$ cat config.mk
export PLATFORM = sky130hd
export DESIGN_NAME = adder_error_monitor
export DESIGN_NICKNAME = d
export VERILOG_FILES = /design/src/rtl/adder_error_monitor.sv
export SDC_FILE = /design/constraint.sdc
export NUM_CORES = 1
export LEC_CHECK = 0
export ABC_AREA = 1
export CORE_MARGIN = 3
export CORE_UTILIZATION = 45
export CTS_BUF_LIST = sky130_fd_sc_hd__clkbuf_16
export DETAILED_ROUTE_END_ITERATION = 16
export PLACE_DENSITY = 0.65
export REMOVE_ABC_BUFFERS = 1
export SYNTH_ARGS = -nofsm -noshare
export SYNTH_HDL_FRONTEND = slang
export SYNTH_SLANG_ARGS = --single-unit
export TNS_END_PERCENT = 10
$ cat constraint.sdc
create_clock -name clk -period 6.35 [get_ports clk]
set_clock_uncertainty 0.1 [all_clocks]
set_input_delay 0.635 -clock clk [delete_from_list [all_inputs] [get_ports clk]]
set_output_delay 0.635 -clock clk [all_outputs]
set_load 0.01 [all_outputs]
$ cat src/rtl/adder_error_monitor.sv
// adder_error_monitor
//   Error-statistics collector for an approximate W-bit adder. Each accepted
//   sample (op_a, op_b, approx_sum) is compared with the exact sum; the block
//   accumulates error count, sum of absolute errors, maximum absolute error
//   and, optionally, the summed Hamming distance over a programmed number of
//   samples, then raises done.
//
//   Optional feature macro: ERRMON_HAMMING_EN (adds popcount logic and ham_sum).
//
// Ports
//   clk, rst          clock, synchronous active-high reset
//   start, target     campaign start pulse and sample count (sampled on start)
//   in_valid/in_ready sample handshake
//   op_a, op_b        operands
//   approx_sum        W+1-bit result from the adder under test
//   busy, done        campaign in progress / results final
//   sample_cnt        samples accepted
//   err_cnt           samples with nonzero error
//   abs_err_sum       saturating sum of |exact - approx|
//   max_abs_err       largest |exact - approx|
//   ham_sum           saturating sum of popcount(exact ^ approx) (optional)

module adder_error_monitor #(
    parameter int unsigned W     = 16,
    parameter int unsigned CNT_W = 32,
    parameter int unsigned ACC_W = 48
) (
    input  logic             clk,
    input  logic             rst,
    input  logic             start,
    input  logic [CNT_W-1:0] target,
    input  logic             in_valid,
    output logic             in_ready,
    input  logic [W-1:0]     op_a,
    input  logic [W-1:0]     op_b,
    input  logic [W:0]       approx_sum,
    output logic             busy,
    output logic             done,
    output logic [CNT_W-1:0] sample_cnt,
    output logic [CNT_W-1:0] err_cnt,
    output logic [ACC_W-1:0] abs_err_sum,
    output logic [W:0]       max_abs_err
`ifdef ERRMON_HAMMING_EN
    ,
    output logic [ACC_W-1:0] ham_sum
`endif
);

    localparam logic [1:0] ST_IDLE  = 2'd0;
    localparam logic [1:0] ST_RUN   = 2'd1;
    localparam logic [1:0] ST_DRAIN = 2'd2;
    localparam logic [1:0] ST_DONE  = 2'd3;

`ifdef ERRMON_HAMMING_EN
    localparam int unsigned POP_W = $clog2(W + 2);
`endif

    logic [1:0]       state_q, state_d;
    logic [CNT_W-1:0] target_q, target_d;
    logic [CNT_W-1:0] sample_cnt_q, sample_cnt_d;
    logic [CNT_W-1:0] err_cnt_q, err_cnt_d;
    logic [ACC_W-1:0] abs_err_sum_q, abs_err_sum_d;
    logic [W:0]       max_abs_err_q, max_abs_err_d;
    logic             in_ready_q, in_ready_d;
    logic             busy_q, busy_d;
    logic             done_q, done_d;

    // Stage 1 registers
    logic             s1_valid_q, s1_valid_d;
    logic [W:0]       s1_abs_q, s1_abs_d;
    logic             s1_err_q, s1_err_d;

`ifdef ERRMON_HAMMING_EN
    logic [POP_W-1:0] s1_pop_q, s1_pop_d;
    logic [ACC_W-1:0] ham_sum_q, ham_sum_d;
    logic [W:0]       xor_c;
    logic [POP_W-1:0] pop_c;
    logic [ACC_W:0]   ham_ext_c;
`endif

    logic             handshake_c;
    logic [W:0]       exact_c;
    logic signed [W+1:0] diff_c;
    logic [W:0]       abs_c;
    logic [ACC_W:0]   abs_ext_c;

    // Per-sample arithmetic on the incoming operands
    always_comb begin
        exact_c = (W+1)'(op_a) + (W+1)'(op_b);
        diff_c  = $signed({1'b0, exact_c}) - $signed({1'b0, approx_sum});
        // |diff| never exceeds 2^(W+1)-1, so the truncation is lossless
        abs_c   = diff_c[W+1] ? (W+1)'(-diff_c) : (W+1)'(diff_c);
    end

`ifdef ERRMON_HAMMING_EN
    // Popcount of exact XOR approx
    always_comb begin
        xor_c = exact_c ^ approx_sum;
        pop_c = '0;
        for (int i = 0; i <= int'(W); i++) begin
            pop_c = pop_c + POP_W'(xor_c[i]);
        end
    end
`endif

    assign handshake_c = in_valid && in_ready_q;

    // Next-state, pipeline and accumulator logic
    always_comb begin
        state_d       = state_q;
        target_d      = target_q;
        sample_cnt_d  = sample_cnt_q;
        err_cnt_d     = err_cnt_q;
        abs_err_sum_d = abs_err_sum_q;
        max_abs_err_d = max_abs_err_q;
        s1_valid_d    = 1'b0;
        s1_abs_d      = s1_abs_q;
        s1_err_d      = s1_err_q;
        abs_ext_c     = {1'b0, abs_err_sum_q} + (ACC_W+1)'(s1_abs_q);
`ifdef ERRMON_HAMMING_EN
        s1_pop_d      = s1_pop_q;
        ham_sum_d     = ham_sum_q;
        ham_ext_c     = {1'b0, ham_sum_q} + (ACC_W+1)'(s1_pop_q);
`endif

        if (start) begin
            // Restart: clear statistics, flush the pipeline, reload target
            target_d      = target;
            sample_cnt_d  = '0;
            err_cnt_d     = '0;
            abs_err_sum_d = '0;
            max_abs_err_d = '0;
            s1_valid_d    = 1'b0;
`ifdef ERRMON_HAMMING_EN
            ham_sum_d     = '0;
`endif
            state_d       = (target != '0) ? ST_RUN : ST_DONE;
        end else begin
            // Stage 1 capture at handshake
            if (handshake_c) begin
                s1_valid_d = 1'b1;
                s1_abs_d   = abs_c;
                s1_err_d   = (abs_c != '0);
`ifdef ERRMON_HAMMING_EN
                s1_pop_d   = pop_c;
`endif
                if (sample_cnt_q != '1) begin
                    sample_cnt_d = sample_cnt_q + CNT_W'(1);
                end
            end

            // Stage 2 accumulate, all saturating
            if (s1_valid_q) begin
                if (s1_err_q && (err_cnt_q != '1)) begin
                    err_cnt_d = err_cnt_q + CNT_W'(1);
                end
                abs_err_sum_d = abs_ext_c[ACC_W] ? '1 : abs_ext_c[ACC_W-1:0];
                if (s1_abs_q > max_abs_err_q) begin
                    max_abs_err_d = s1_abs_q;
                end
`ifdef ERRMON_HAMMING_EN
                ham_sum_d = ham_ext_c[ACC_W] ? '1 : ham_ext_c[ACC_W-1:0];
`endif
            end

            unique case (state_q)
                ST_RUN: begin
                    if (handshake_c && (sample_cnt_d == target_q)) begin
                        state_d = ST_DRAIN;
                    end
                end
                ST_DRAIN: begin
                    // Stage 2 works in the same cycle stage 1 holds a sample,
                    // so an empty stage 1 means both stages have drained
                    if (!s1_valid_q) begin
                        state_d = ST_DONE;
                    end
                end
                default: begin
                    state_d = state_q;
                end
            endcase
        end

        in_ready_d = (state_d == ST_RUN) && (sample_cnt_d < target_d);
        busy_d     = (state_d == ST_RUN) || (state_d == ST_DRAIN);
        done_d     = (state_d == ST_DONE);
    end

    // State and data registers
    always_ff @(posedge clk) begin
        if (rst) begin
            state_q       <= ST_IDLE;
            target_q      <= '0;
            sample_cnt_q  <= '0;
            err_cnt_q     <= '0;
            abs_err_sum_q <= '0;
            max_abs_err_q <= '0;
            in_ready_q    <= 1'b0;
            busy_q        <= 1'b0;
            done_q        <= 1'b0;
            s1_valid_q    <= 1'b0;
            s1_abs_q      <= '0;
            s1_err_q      <= 1'b0;
`ifdef ERRMON_HAMMING_EN
            s1_pop_q      <= '0;
            ham_sum_q     <= '0;
`endif
        end else begin
            state_q       <= state_d;
            target_q      <= target_d;
            sample_cnt_q  <= sample_cnt_d;
            err_cnt_q     <= err_cnt_d;
            abs_err_sum_q <= abs_err_sum_d;
            max_abs_err_q <= max_abs_err_d;
            in_ready_q    <= in_ready_d;
            busy_q        <= busy_d;
            done_q        <= done_d;
            s1_valid_q    <= s1_valid_d;
            s1_abs_q      <= s1_abs_d;
            s1_err_q      <= s1_err_d;
`ifdef ERRMON_HAMMING_EN
            s1_pop_q      <= s1_pop_d;
            ham_sum_q     <= ham_sum_d;
`endif
        end
    end

    assign in_ready    = in_ready_q;
    assign busy        = busy_q;
    assign done        = done_q;
    assign sample_cnt  = sample_cnt_q;
    assign err_cnt     = err_cnt_q;
    assign abs_err_sum = abs_err_sum_q;
    assign max_abs_err = max_abs_err_q;
`ifdef ERRMON_HAMMING_EN
    assign ham_sum     = ham_sum_q;
`endif

endmodule

Word-level counts from Yosys, hierarchy flattened
Cells that the tools add are included. W data, S select, Z words.

Output and inout bits: 132. Bits in latches: 0. ROM bits: 0. RAM bits: 0. Register bits: 185. Memories kept: 0. Bits of input ports: 85.

Multipliers: 0. Muxes and demuxes: 13. Shift-type cells: 0. Eq/ne operators: 8. Reduce and logical (&&, ||, !) cells: 11. Add/subtract/negate cells: 6. Bitwise logic cells: 1. Order comparisons: 2. Div/mod/pow operators: 0.

Operators with widths (count): $mux W32 (5); $add A32 B1 Y32 const B (2); $ne A32 B32 Y1 const B (2); $add A48 B17 Y49 (1); $mux W48 (1); $eq A32 B32 Y1 (1); $lt A32 B32 Y1 (1); $reduce_bool A32 Y1 (1); $sub A17 B17 Y18 (1); $add A16 B16 Y17 (1); $gt A17 B17 Y1 (1); $mux W17 (1); $neg A17 Y17 (1); $reduce_bool A17 Y1 (1); $mux W2 (4); $eq A2 B2 Y1 const B (3); $reduce_and A2 Y1 (3); $eq A2 B1 Y1 const B (2); $logic_and A1 B1 Y1 (4); $pmux W2 S2 (1); $reduce_or A2 Y1 (1); $logic_or A1 B1 Y1 (1); $mux W1 (1); $not A1 Y1 (1).

Logic depth before layout (Yosys ltp)
Gate-level depths: netlist of run 1.

Depth in word-level cells: 11. Depth in mapped cells: 29.

Least setup slack after synthesis of run 1
Ideal clock, no wire load.

Path kind: input to register. Start point: input port op_a[2]. End point: register s1_err_q. Stages on the path: 18. Required time: 6.133 ns. Slack: 2.931 ns. Buffers on the path: 0. Data arrival time: 3.202 ns. Path through: inv_1 > fa_1 > inv_1 > ha_1 > a21oi_1 > nand2_1 > xor2_1 > nand3_1 > nor3_1 > nand3_1 > nor2_1 > nand2_1 > nand3_1 > nand3_1 > nor2_1 > nand2_1 > nor2_1 > nor2_1.

Word-level cells in the longest chain between the ends: 5.

Ends and longest elaborated chain: start: declaration (RTL line 34) `input logic [W-1:0] op_a,`; $add A16 B16 Y17 * (RTL line 89) `exact_c = (W+1)'(op_a) + (W+1)'(op_b);`; $sub A17 B17 Y18 * (RTL line 90) `diff_c = $signed({1'b0, exact_c}) - $signed({1'b0, approx_sum});`; $neg A17 Y17 (RTL line 92) `abs_c = diff_c[W+1] ? (W+1)'(-diff_c) : (W+1)'(diff_c);`; $mux W17 * (RTL line 92); $reduce_bool A17 Y1 * (RTL line 143) `s1_err_d = (abs_c != '0);`; end signal: assignment (RTL line 221) `s1_err_q <= s1_err_d;`; end: declaration (RTL line 71) `logic s1_err_q, s1_err_d;`.

Every way passes the cells marked *; elsewhere a longest branch is shown, timed or not. A chain may end at the register's enable or synchronous reset.

Worst setup path after layout of run 1
Start point: input port in_valid. End point: register in_ready_q, in the netlist in_ready.

Word-level cells in the longest chain between the ends: 10.

Ends and longest elaborated chain: start: declaration (RTL line 32) `input logic in_valid,`; $logic_and A1 B1 Y1 * (RTL line 106) `assign handshake_c = in_valid && in_ready_q;`; $mux W32 (RTL line 140) `if (handshake_c) begin`; $mux W32 (RTL line 126) `if (start) begin`; $eq A32 B32 Y1 (RTL line 168) `if (handshake_c && (sample_cnt_d == target_q)) begin`; $logic_and A1 B1 Y1 * (RTL line 168); $mux W2 * (RTL line 168); $pmux W2 S2 * (RTL line 166) `unique case (state_q)`; $mux W2 * (RTL line 126); net state_d[1] (RTL line 58) `logic [1:0] state_q, state_d;`; $eq A2 B1 Y1 * (RTL line 185) `in_ready_d = (state_d == ST_RUN) && (sample_cnt_d < target_d);`; $logic_and A1 B1 Y1 * (RTL line 185); end signal: assignment (RTL line 216) `in_ready_q <= in_ready_d;`; end: declaration (RTL line 64) `logic in_ready_q, in_ready_d;`.

The timed path passes the listed nets; every way through them passes the cells marked *. The select of a mux whose other input is x is not followed.

==> reports/summary.txt, run 1 <==
fmax - 250.0 MHz
post-DR vias/cell - 5.160
reg-to-reg startpoint - sample_cnt[0]$_SDFF_PP0_
hold path cells - 2
WL/cell - 14.89 um
starting DRC count in detailed routing - 1089
Max Slew Vio Count - 0
later-pin clock latency in the skew report - 450 ps
minimum clock period - 3999 ps
Worst-path clk slew - 70 ps
Util after Layout - 56.13%
CTS Hold Buffers Added - 0
Syn Std Cell Area - 13610 um2
pin count of the biggest net entering global routing - 70
kind of critical path - input pin to flip-flop
die area - 32360 um2
Crit path required time - 6580 ps
met1 usage - 32.92%
Hold EP - max_abs_err[1]$_SDFFE_PP0P_
Mapped Cells - 2089
vias in the first global route - 13030
VDD IR max - 0.1633 mV
Antenna Cells - 0
Most used DFF post-synth - dfxtp_1
Worst R2R Path Depth - 26
most used cell along the critical path - nand2_1
Tcrit/Tclk final - 62.98%
worst path arrival time - 4230 ps
initial antenna violation count - 0
gr ovfl total - 0
slew margin rel. - 44.56%
Hold Crit Start - max_abs_err[1]$_SDFFE_PP0P_
unrepaired setup endpoints after global routing - no
fraction of registers with async set/reset - 0%
post-cts sizing count - 0
Critical-path top delay cell - o21ai_0
Pwr Density - 182.9 nW/um2
DR vias - 13840
clock root buffer - clkbuf_16
CP Max Fanout - 20
GR peak layer - met2
Remaining DRCs - 0
row count - 63
IO Pins - 217
GR Layer Usage met2 - 40.96%
R2R Setup Slk - 2480 ps
worst-margin pin slew - 829.6 ps
sequential-to-total area share from yosys stat - 27.22%
Post-synth EDFFs - 0
Yosys reg bits - 185
worst hold path class - flip-flop to flip-flop
synthesis-to-layout area growth - 22.58%
final setup vio count - 0
met3 Usage GRT - 3.683%
syn_area_per_cell - 6.514 um2
worst r2r dst - in_ready$_SDFF_PP0_
max_cap viols - 0
Core ar. - 29720 um2
Routed WL - 39.94 mm
Fin Setup TNS - 0 ps
Critical Path Source Type - input pin
clk sinks - 185
DRT antenna net count - 0
Synth Warn # - 0
drt pass-1 iters - 5
LEAKAGE - 7.372 nW
GPL Wtd Cong - 0.9528
Total GRT Usage - 24.35%
Hold Violations, Final - 0
Initial Util - 45.79%
Detailed Place HPWL - 31.62 mm
CTS buffer count - 17
DIE WIDTH - 179.9 um
share of post-route cells with drive strength above 1 - 3.881%
postcts setup bufs - 0
outcome - finished clean
PortBufs - 216
CTS tree - done
Die Y - 179.9 um
largest stage delay on the critical path - 490 ps
CP Capture Type - flip-flop
maximum clock insertion buffer count - 2
Layout Nets - 2475
first-pass GRT wire length - 65.41 mm
count of cell types in the netlist - 54
CTS H-tree lvls - 4
routing by layer:
metal | vias to the layer above | routed length [um]
li1 | 7145 | -
met1 | 6287 | 18560
met3 | 39 | 2301
met2 | 372 | 18450
met5 | - | 0
met4 | 0 | 623
final cells by class:
type                            count  area, um2
Fill cell                        2993      13040
Inverter                          355       1333
Tap cell                          390      488.0
Clock buffer                       17      425.4
Sequential cell                   185       3704
Clock inverter                     13      155.1
Timing Repair Buffer              226       2227
Multi-Input combinational cell   1497       8349
registers in the layout (all words and copies together), names as in the netlist:
name	count
err_cnt	32
target_q	32
in_ready	1
sample_cnt	32
done	1
busy	1
s1_abs_q	17
abs_err_sum	48
state_q	2
s1_err_q	1
max_abs_err	17
s1_valid_q	1
per-stage QoR:
stage	setup WS [ps]	power, W	cell area (um2)	hold slack [ps]	instances
2_1_floorplan	2466	0.001754	13380	363.1	2037
3_3_place_gp	2060	0.001978	16100	366.7	2653
3_5_place_dp	2027	0.001986	16100	372.3	2653
4_1_cts	2483	0.003072	16680	381.1	2683
5_1_grt	2046	0.003229	16680	410.6	2683
6_report	2351	0.003051	16680	378.3	2683
cell usage after synthesis (all sizes together), types with 20 or more instances:
cell type | number | share of area, %
nand2 | 439 | 12
nor2 | 287 | 8.4
nor4 | 22 | 1.0
clkbuf | 41 | 1.1
dfxtp | 185 | 27
inv | 353 | 9.7
nand3 | 140 | 5.6
a21oi | 124 | 4.6
xnor2 | 20 | 1.3
ha | 91 | 8.4
xor2 | 39 | 2.5
nand3b | 21 | 1.2
nand4 | 40 | 1.8
o21ai | 119 | 4.5
nor3 | 48 | 1.8
report_power, final:
part	internal [W]	switching, W	leakage, nW
Sequential	0.00119	0.0000308	1.50
Clock	0.000612	0.000478	0.272
Combinational	0.000296	0.000446	5.60
Total	0.00210	0.000954	7.37
placed cells by master, fill, tap and decap left out, types with 5 or more instances in the layout:
cell type	Yosys	final
dfxtp_1	185	185
clkdlybuf4s50_1	0	214
nor3_1	48	48
ha_1	91	91
o21a_1	5	5
fa_1	17	17
inv_1	348	348
inv_2	5	5
nor2_2	12	12
nor4_1	22	22
nand2_1	432	432
o21ai_0	110	110
xor2_1	39	39
nand3_1	128	128
nor2_1	273	272
o21bai_1	5	5
o21ai_1	6	6
nand4_1	40	40
xnor2_1	19	19
nand3b_1	21	21
clkbuf_16	0	17
nand3_2	11	11
mux2i_1	11	11
o221ai_1	17	17
o211ai_1	9	9
buf_4	2	10
a211oi_1	9	9
a21oi_1	124	124
a31oi_1	6	6
how the worst max path moves through the flow:
stage	end	slack (ps)	startpoint
global placement	in_ready$_SDFF_PP0_	2060	in_valid
CTS	in_ready$_SDFF_PP0_	2480	in_valid
floorplan	err_cnt[23]$_SDFFE_PP0P_	2470	rst
finish	in_ready$_SDFF_PP0_	2350	in_valid
detailed placement	in_ready$_SDFF_PP0_	2030	in_valid
global route	in_ready$_SDFF_PP0_	2050	in_valid
worst max-delay path: cells and delay by family:
kind                       cells  cell delay [ps]
AOI/OAI and AO/OA              4              720
adders and majority gates      1              170
buffers and inverters          5             1250
and+or+nand+nor               15             1430
kinds of logic after synthesis:
| family | synth area share [%] |
|---|---|
| AOI/OAI and AO/OA | 12.80 |
| muxes | 0.8092 |
| xor gates and xnor gates | 4.027 |
| and+or+nand+nor | 32.80 |
| DFF | 27.22 |
| buffers and inverters | 11.48 |
| adders and majority gates | 10.87 |
(Power assumes the default switching activity.)
==> run 2, diff against run 1 <==
--- a/config.mk
+++ b/config.mk
@@ -10,7 +10,7 @@
 export CORE_UTILIZATION = 45
 export CTS_BUF_LIST = sky130_fd_sc_hd__clkbuf_16
 export DETAILED_ROUTE_END_ITERATION = 16
-export PLACE_DENSITY = 0.65
+export PLACE_DENSITY = 0.68
 export REMOVE_ABC_BUFFERS = 1
 export SYNTH_ARGS = -nofsm -noshare
 export SYNTH_HDL_FRONTEND = slang
==> constraint.sdc (replaced) <==
create_clock -name clk -period 3.34 [get_ports clk]
set_clock_uncertainty 0.1 [all_clocks]
set_input_delay 0.334 -clock clk [delete_from_list [all_inputs] [get_ports clk]]
set_output_delay 0.334 -clock clk [all_outputs]
set_load 0.01 [all_outputs]
==> run 2 against run 1 <==
  * First-iteration DRC count is 1.7% higher
  * Die area stayed put
  * Clock-buffer cell count stayed put
  * Sequential share of layout area is 2.5 points lower
  * Combinational power grew to 2.8 times the previous value
  * Non-clock buffer count is 221 higher
  * Via count is 8.0% higher
  * Total power is 110% higher
  * Design area is 13% higher
  * Setup slack worse by 2300 ps
  * Critical endpoint unchanged
  * Largest cell class unchanged
  * Utilization is 7.3 points higher
  * Wire length is 9.5% higher
==> reports/summary.txt, run 2 (same netlist as run 1, synthesis figures left out) <==
pin count of the biggest net entering global routing - 71
die area - 32360 um2
CTS tree - done
Die Y - 179.9 um
Total GRT Usage - 26.28%
slew margin rel. - 48.16%
Hold Violations, Final - 0
number of flip-flops in the largest register - 48
maximum clock insertion buffer count - 2
max_cap viols - 0
post-DR vias/cell - 5.142
Detailed Place HPWL - 34.53 mm
GPL Wtd Cong - 0.9506
DR vias - 14950
Power Total - 0.006499 W
kind of critical path - flip-flop to flip-flop
VDD IR max - 0.4568 mV
share of post-route cells with drive strength above 1 - 15.89%
leading cell type in the layout, fill and taps excluded - nand2_1
LEAKAGE - 8.541 nW
CTS buffer count - 17
Core ar. - 29720 um2
first-pass GRT wire length - 70.73 mm
Worst-path clk slew - 90 ps
Layout Nets - 2697
later-pin clock latency in the skew report - 460 ps
CP Max Fanout - 7
synthesis-to-layout area growth - 38.58%
CTS Hold Buffers Added - 0
IO Pins - 217
unrepaired setup endpoints after global routing - yes
worst hold path class - input pin to flip-flop
Critical-path top delay cell - dfxtp_2
PortBufs - 216
worst path arrival time - 3560 ps
Antenna Cells - 0
Initial Util - 45.79%
DIE WIDTH - 179.9 um
WL/cell - 15.04 um
fmax - 304.6 MHz
vias in the first global route - 14270
Crit path required time - 3620 ps
final setup vio count - 0
outcome - finished clean
drt pass-1 iters - 5
clk sinks - 185
DRT antenna net count - 0
CTS H-tree lvls - 4
clock root buffer - clkbuf_16
initial antenna violation count - 0
Critical Path Source Type - flip-flop
worst-margin pin slew - 777.5 ps
fill count - 2682
gr ovfl total - 0
Routed WL - 43.73 mm
largest stage delay on the critical path - 360 ps
Tcrit/Tclk final - 98.29%
minimum clock period - 3283 ps
CP Capture Type - flip-flop
Max Slew Vio Count - 0
starting DRC count in detailed routing - 1108
Pwr Density - 344.6 nW/um2
row count - 63
Fin Setup TNS - 0 ps
Non-Filler Instances - 2907
most used cell along the critical path - nand2_2
Placed Instances - 2861
most frequent cells in the layout - 414 x nand2_1, 345 x inv_1, 252 x nor2_1
Remaining DRCs - 0
## run 2: cell count changes in the layout (fill, tap and decap cells not counted), sizes merged
cell | previous run | this run
inv | 354 | 363
clkinv | 7 | 6
bufinv | 3 | 1
buf | 12 | 233
clkinvlp | 4 | 0
nand2 | 439 | 440
## run 2: worst paths after layout
kind / cells after the start / to / slack (ps) / from
setup reg to reg: 28 / in_ready$_SDFF_PP0_ / 60 / sample_cnt[0]$_SDFF_PP0_
setup / recovery: 28 / in_ready$_SDFF_PP0_ / 60 / sample_cnt[0]$_SDFF_PP0_
hold reg to reg: 2 / max_abs_err[1]$_SDFFE_PP0P_ / 390 / max_abs_err[1]$_SDFFE_PP0P_
hold / removal: 2 / target_q[11]$_SDFF_PP0_ / 200 / rst
## run 2: per-layer routing
metal / wire length, um / vias to the layer above / part of all wire, % / track usage [%]
li1: - / 7606 / - / -
met3: 2762 / 67 / 6.3 / 5.038
met2: 19510 / 433 / 45 / 42.82
met4: 975 / 0 / 2.2 / 6.900
met5: 0 / - / 0 / 0
met1: 20480 / 6842 / 47 / 35.85
## run 2: layout make-up
class / instances / area (um2) / share of cell area, %
Timing Repair Buffer: 447 / 3926 / 20.82
Sequential cell: 185 / 3711 / 19.68
Clock inverter: 15 / 192.7 / 1.022
Tap cell: 390 / 488.0 / 2.588
Multi-Input combinational cell: 1498 / 8782 / 46.57
Inverter: 355 / 1333 / 7.066
Clock buffer: 17 / 425.4 / 2.256
## run 2: timing repair
| action | CTS | global route |
|---|---|---|
| endpoints found under the setup margin | 3 | 24 |
| pin swaps | 6 | 44 |
| setup buffers | 0 | 13 |
| gates cloned | 0 | 1 |
| gates resized for setup | 18 | 95 |
## run 2: critical path: cells and delay by family (launching register included)
| kind | cells | cell delay [ps] |
|---|---|---|
| AND/OR/NAND/NOR | 20 | 1610 |
| AO/OA/AOI/OAI | 3 | 530 |
| flip-flops | 1 | 360 |
| buffers and inverters | 3 | 340 |
| adder cells (fa/ha/maj) | 2 | 260 |
## run 2: where the power goes
group          internal (W)  switching [W]  leakage (nW)
logic               0.00102        0.00104          6.73
registers           0.00226      0.0000507          1.50
clock network       0.00109        0.00104         0.303
total               0.00437        0.00213          8.54
## run 2: stage by stage
stage | cell area [um2] | hold WS (ps) | setup slack, ps | util, %
2_1_floorplan | 13380 | 300.7 | -242.7 | -
6_report | 18860 | 201.4 | 57.14 | 63.46
3_5_place_dp | 17690 | 378.5 | -554.4 | 59.52
4_1_cts | 18370 | 179.1 | 5.451 | 61.83
3_3_place_gp | 17690 | 364.2 | -463.1 | 59.52
5_1_grt | 18860 | 208.9 | -119.9 | 63.46
